$ cat src/rtl/mips_pkg.sv
// mips_pkg: PC-op codes and fetch FSM encoding shared by fetch and control
package mips_pkg;
  localparam logic [2:0] PCOP_SEQ = 3'b000;
  localparam logic [2:0] PCOP_BR = 3'b001;
  localparam logic [2:0] PCOP_J = 3'b010;
  localparam logic [2:0] PCOP_JR = 3'b011;
  localparam logic [2:0] PCOP_JAL = 3'b100;
  typedef enum logic {FETCH_IDLE = 1'b0, FETCH_WAIT = 1'b1} fetch_state_e;
endpackage

$ cat src/rtl/mips_fetch_fifo.sv
// mips_fetch_fifo: power-of-two circular FIFO with synchronous flush and occupancy count
module mips_fetch_fifo
  import mips_pkg::*;
#(
  parameter int W = 32,
  parameter int DEPTH = 4,
  localparam int AW = $clog2(DEPTH),
  localparam int CW = AW + 1
) (
  input  logic          clock,
  input  logic          reset,
  input  logic          flush,
  input  logic          push,
  input  logic [W-1:0]  push_data,
  input  logic          pop,
  output logic [W-1:0]  head,
  output logic          valid,
  output logic [CW-1:0] count
);
  logic [W-1:0] mem [DEPTH];
  logic [AW-1:0] rd, wr;
  always_ff @(posedge clock)
    if (push) mem[wr] <= push_data;
  always_ff @(posedge clock) begin
    if (!reset || flush) begin
      rd <= '0;
      wr <= '0;
      count <= '0;
    end else begin
      wr <= wr + AW'(push);
      rd <= rd + AW'(pop);
      count <= count + CW'(push) - CW'(pop);
    end
  end
  assign head = mem[rd];
  assign valid = count != '0;
endmodule

$ cat src/rtl/mips_fetch_unit.sv
// mips_fetch_unit: MIPS fetch front end (PC gen, imem valid/ready, instr FIFO); MIPS_FETCH_PERF_EN adds perf counters
module mips_fetch_unit
  import mips_pkg::*;
#(
  parameter int XLEN = 32,
  parameter logic [XLEN-1:0] RESET_VECTOR = '0,
  parameter int FIFO_DEPTH = 4
) (
  input  logic            clock,
  input  logic            reset,
  output logic            imem_req_valid,
  input  logic            imem_req_ready,
  output logic [XLEN-1:0] imem_req_addr,
  input  logic            imem_rsp_valid,
  input  logic [XLEN-1:0] imem_rsp_data,
  output logic            instr_valid,
  input  logic            instr_ready,
  output logic [XLEN-1:0] instr_data,
  output logic [XLEN-1:0] instr_pc,
  input  logic            redirect_valid,
  input  logic [2:0]      redirect_op,
  input  logic [XLEN-1:0] redirect_pc,
  input  logic [XLEN-1:0] redirect_imm,
  input  logic [25:0]     redirect_index,
  input  logic [XLEN-1:0] redirect_rs,
  output logic            link_valid,
  output logic [XLEN-1:0] link_data,
  output logic            misalign_err
`ifdef MIPS_FETCH_PERF_EN
  ,
  output logic [31:0]     perf_redirects,
  output logic [31:0]     perf_stall_cycles,
  output logic [15:0]     perf_drops
`endif
);
  localparam int CW = $clog2(FIFO_DEPTH) + 1;
  localparam logic [CW-1:0] DEPTH_C = CW'(FIFO_DEPTH);
  fetch_state_e state, state_n;
  logic [XLEN-1:0] fetch_pc, req_pc, pc4, target;
  logic [CW-1:0] count;
  logic drop, hs, rsp, push, pop;
  assign pc4 = redirect_pc + XLEN'(4);
  always_comb
    target = redirect_op == PCOP_BR ? pc4 + (redirect_imm << 2) :
             (redirect_op == PCOP_J || redirect_op == PCOP_JAL) ? {pc4[XLEN-1:28], redirect_index, 2'b00} :
             redirect_op == PCOP_JR ? {redirect_rs[XLEN-1:2], 2'b00} : pc4;
  assign hs = imem_req_valid && imem_req_ready;
  assign rsp = state == FETCH_WAIT && imem_rsp_valid;
  assign push = rsp && !drop && !redirect_valid;
  assign pop = instr_valid && instr_ready && !redirect_valid;
  assign imem_req_addr = fetch_pc;
  always_ff @(posedge clock)
    state <= !reset ? FETCH_IDLE : state_n;
  always_comb
    state_n = hs || (state == FETCH_WAIT && !imem_rsp_valid) ? FETCH_WAIT : FETCH_IDLE;
  // a live response needs one slot for itself before a back-to-back request may go out
  always_comb
    imem_req_valid = reset && (state == FETCH_IDLE ? count < DEPTH_C :
                               imem_rsp_valid && (count + CW'(!drop)) < DEPTH_C);
  always_ff @(posedge clock)
    if (hs) req_pc <= fetch_pc;
  always_ff @(posedge clock) begin
    if (!reset) begin
      fetch_pc <= RESET_VECTOR;
      drop <= 1'b0;
      link_valid <= 1'b0;
      link_data <= '0;
      misalign_err <= 1'b0;
    end else begin
      fetch_pc <= redirect_valid ? target : hs ? fetch_pc + XLEN'(4) : fetch_pc;
      drop <= redirect_valid ? hs || (state == FETCH_WAIT && !imem_rsp_valid) : rsp ? 1'b0 : drop;
      link_valid <= redirect_valid && redirect_op == PCOP_JAL;
      if (redirect_valid && redirect_op == PCOP_JAL) link_data <= redirect_pc + XLEN'(8);
      misalign_err <= redirect_valid && redirect_op == PCOP_JR && redirect_rs[1:0] != 2'b00;
    end
  end
  mips_fetch_fifo #(.W(2 * XLEN), .DEPTH(FIFO_DEPTH)) u_fifo (
    .clock(clock),
    .reset(reset),
    .flush(redirect_valid),
    .push(push),
    .push_data({req_pc, imem_rsp_data}),
    .pop(pop),
    .head({instr_pc, instr_data}),
    .valid(instr_valid),
    .count(count)
  );
`ifdef MIPS_FETCH_PERF_EN
  always_ff @(posedge clock) begin
    if (!reset) begin
      perf_redirects <= '0;
      perf_stall_cycles <= '0;
      perf_drops <= '0;
    end else begin
      if (redirect_valid && perf_redirects != '1) perf_redirects <= perf_redirects + 32'd1;
      if (!instr_valid && !redirect_valid && perf_stall_cycles != '1) perf_stall_cycles <= perf_stall_cycles + 32'd1;
      if (rsp && (drop || redirect_valid) && perf_drops != '1) perf_drops <= perf_drops + 16'd1;
    end
  end
`endif
endmodule

$ cat config.mk
export PLATFORM = sky130hd
export DESIGN_NAME = mips_fetch_unit
export DESIGN_NICKNAME = d
export VERILOG_FILES = /design/src/rtl/mips_pkg.sv /design/src/rtl/mips_fetch_fifo.sv /design/src/rtl/mips_fetch_unit.sv
export SDC_FILE = /design/constraint.sdc
export NUM_CORES = 1
export LEC_CHECK = 0
export CAP_MARGIN = 25
export CORE_UTILIZATION = 55
export CTS_BUF_LIST = sky130_fd_sc_hd__clkbuf_4 sky130_fd_sc_hd__clkbuf_8 sky130_fd_sc_hd__clkbuf_16
export DETAILED_ROUTE_END_ITERATION = 7
export DONT_BUFFER_PORTS = 1
export HOLD_SLACK_MARGIN = 0.06
export PLACE_DENSITY = 0.78
export SLEW_MARGIN = 20
export SYNTH_ARGS = -nofsm -noshare
export SYNTH_HDL_FRONTEND = slang
export SYNTH_SLANG_ARGS = --single-unit
$ cat constraint.sdc
create_clock -name clock -period 18.7 [get_ports clock]
set_clock_uncertainty 0.1 [all_clocks]
set_input_delay 0 -clock clock [delete_from_list [all_inputs] [get_ports clock]]
set_output_delay 0 -clock clock [all_outputs]
set_load 0.05 [all_outputs]
==> reports/results.ini <==
[power_and_ir_drop]
ir_drop_v = 0.0000754
pwr_density_cell_nw_per_um2 = 90.2
p_leak_nw = 7.44
total_power_mw = 1.88

[timing]
rsz0062_at_grt = no
max_freq_mhz = 185
min_period_over_period_pct = 28.9
drv_slew = 0
slew_headroom_pct = 29.2
setup_tns_ns = 0
finalHoldViolCount = 0
min_period_ns = 5.40
worst_slew_pin_slew_ns = 1.06
setup_viol = 0

[global_route]
grt_max_degree = 66
antenna_found_initial = 1
grt_pass1_vias = 12200
grt.total_usage_pct = 30.8
grt_overflow_total = 0
grt_pass1_wl_mm = 71.8

[final_layout]
instances_no_fill = 1886
area_growth_pct = 23.2
final_common_cell = edfxtp_1
stdcell_area_sq_um = 20800
mostFrequentLayoutCells = edfxtp_1 (288), dlygate4sd3_1 (221), nand2_1 (100), dfxtp_1 (73), nor2_1 (68)
nets = 1673
drive_gt1_share_pct = 11.4
seq_area_sq_um = 10200
fillers = 1993
multi_input_area_sq_um = 6440

[drt]
drtIter0Drc = 1073
dr.pass1.iters = 6
drcViolationCount = 0
ant_nets = 0
routed_via_density = 6.32
avgRoutedWirePerCell_um = 25.7
routed_wl_mm = 48.5
vias = 11914

[die]
row_count = 63
io_pins = 295
dieArea_sq_um = 31400
core_area_sq_um = 30000
start_util_pct = 56.4
fp.dieH_um = 177
fp.dieW_um = 177

[yosys]
synth_edf_count = 288
synth_nets = 1460
ys_seq_area_share_pct = 60.1
avgSynthCellArea_sq_um = 13.5
ys.flop_type = edfxtp_1
yosys.cell_types.count = 64
yosysWarnings = 0
synth_area_leader_cell = edfxtp_1
synth_top_area_share_pct = 51.2
yosys_register_bits = 363
synth_cells = 1253
syn_area_sq_um = 16900
async_flop_share_pct = 0
synth.area.top_cells = edfxtp_1 (51%), dfxtp_1 (8.9%), mux4_2 (8.5%), ha_1 (3.1%), xnor2_1 (3.1%)

[setup_path]
startpoint_type = input pin
crit_path_start = redirect_pc[4]
cp_max_fo = 5
worstSetupPathType = input pin to flip-flop
r2r_start = imem_req_addr[7]
crit_arrival_ns = 5.70
required_ns = 19.01
crit_path_end_kind = flip-flop

[clocking]
cts_resized = 0
post_cts_buffers = 0
numCtsBuffers = 37
clock_latency_ns = 0.52
cts-hold-fix-buffers = 223
clkSinkCount = 363
cts_buffer_depth = 3
cts.htree.levels = 2
root_buffer = clkbuf_16
path_clk_slew_ns = 0.06
cts_tree = built

[status]
status = finished, final reports clean

[worst_hold_path]
hold_class = input pin to flip-flop
worstHoldStart = imem_req_ready

[place]
dp_cells = 1594
postPlaceCellArea_sq_um = 17300
hpwl_mm = 30.0
portBuffers = 0
routabilityCongestion = 0.930

[job]
maxCapViolations = 0

routing by layer:
| metal | track usage, % | wire length, um | vias to the layer above |
|---|---|---|---|
| met5 | 0 | 0 | - |
| met3 | 7.47 | 4490 | 139 |
| met2 | 53.4 | 24300 | 636 |
| li1 | - | - | 5270 |
| met1 | 36.4 | 17900 | 5869 |
| met4 | 12.7 | 1880 | 0 |
critical path, stage by stage:
cell           delay (ns)
dlygate4sd3_1        0.60
ha_1                 0.29
nand2_1              0.12
nor3_1               0.34
nor2b_1              0.46
and3_1               0.27
nand2_1              0.07
xnor2_1              0.38
ha_1                 0.36
a21oi_1              0.22
o21ai_0              0.15
a211oi_1             0.48
o31ai_1              0.20
o21ai_0              0.23
xnor2_1              0.08
o221ai_1             0.19
dlygate4sd3_1        0.60
o21ai_0              0.08
dlygate4sd3_1        0.57
cells by family (layout without fill, tap and decap cells):
group / count (synthesis) / count (layout) / synth area share (%)
XOR/XNOR: 105 / 105 / 5.49
flip-flops: 363 / 363 / 60.1
AO/OA/AOI/OAI: 253 / 253 / 10.2
buffers and inverters: 87 / 326 / 1.99
AND/OR/NAND/NOR: 323 / 323 / 9.40
adder cells (fa/ha/maj): 44 / 44 / 3.35
other: 0 / 4 / 0
multiplexers: 78 / 78 / 9.43
power breakdown:
group | total, mW | internal [mW] | leakage [nW] | switching [mW]
combinational | 0.185 | 0.0830 | 3.58 | 0.102
clock | 0.758 | 0.445 | 0.624 | 0.313
sequential | 0.934 | 0.886 | 3.23 | 0.0480
total | 1.88 | 1.41 | 7.44 | 0.463
metrics by stage:
step / hold slack (ns) / utilization, % / setup WS, ns
floorplan: -0.00113 / - / 12.53
global placement: -0.000990 / 57.6 / 14.63
detailed placement: -0.000995 / 57.7 / 14.60
CTS: 0.0670 / 69.4 / 13.62
global route: 0.0752 / 69.5 / 13.08
finish: 0.0730 / 69.5 / 13.30
layout make-up:
class                           count  area share, %
Timing Repair Buffer              236           11.4
Inverter                           25          0.451
Clock buffer                       45           4.85
Antenna cell                        4         0.0481
Sequential cell                   363           48.8
Multi-Input combinational cell    803           30.9
Clock inverter                     20           1.14
Tap cell                          390           2.35
synthesized netlist by cell type, types with 7 or more instances:
| library cell | instances |
|---|---|
| edfxtp_1 | 288 |
| nand2_1 | 100 |
| dfxtp_1 | 75 |
| nor2_1 | 69 |
| mux4_2 | 64 |
| a21oi_1 | 61 |
| xnor2_1 | 60 |
| o21ai_0 | 57 |
| clkbuf_1 | 44 |
| xor2_1 | 44 |
| ha_1 | 42 |
| nand3_1 | 35 |
| nand4_1 | 30 |
| o211a_1 | 28 |
| inv_1 | 25 |
| and3_1 | 20 |
| a21o_1 | 13 |
| nor3_1 | 13 |
| or3_1 | 11 |
| buf_1 | 10 |
| a31oi_1 | 9 |
| and2_1 | 9 |
| a221o_1 | 8 |
| a22oi_1 | 8 |
| buf_2 | 8 |
| mux2_2 | 8 |
| nand2b_1 | 8 |
| o211ai_1 | 8 |
| o22ai_1 | 8 |
| a221oi_1 | 7 |
| and4_1 | 7 |
| o21bai_1 | 7 |
| o221ai_1 | 7 |
sequential cells by signal, indices dropped and copies added, names as in the netlist:
name           count
state              1
u_fifo.mem       256
imem_req_addr     32
u_fifo.count       3
u_fifo.wr          2
req_pc            32
link_data         32
drop               1
link_valid         1
misalign_err       1
u_fifo.rd          2
final timing paths:
kind,end,slack (ns),cells past startpoint
setup / recovery,imem_req_addr[26],13.30,19
hold / removal,req_pc[10],0.07,3
setup reg to reg,imem_req_addr[17],14.47,10
hold reg to reg,u_fifo.mem[3][61],0.40,0
No activity file was read; power rests on OpenSTA's default activity.
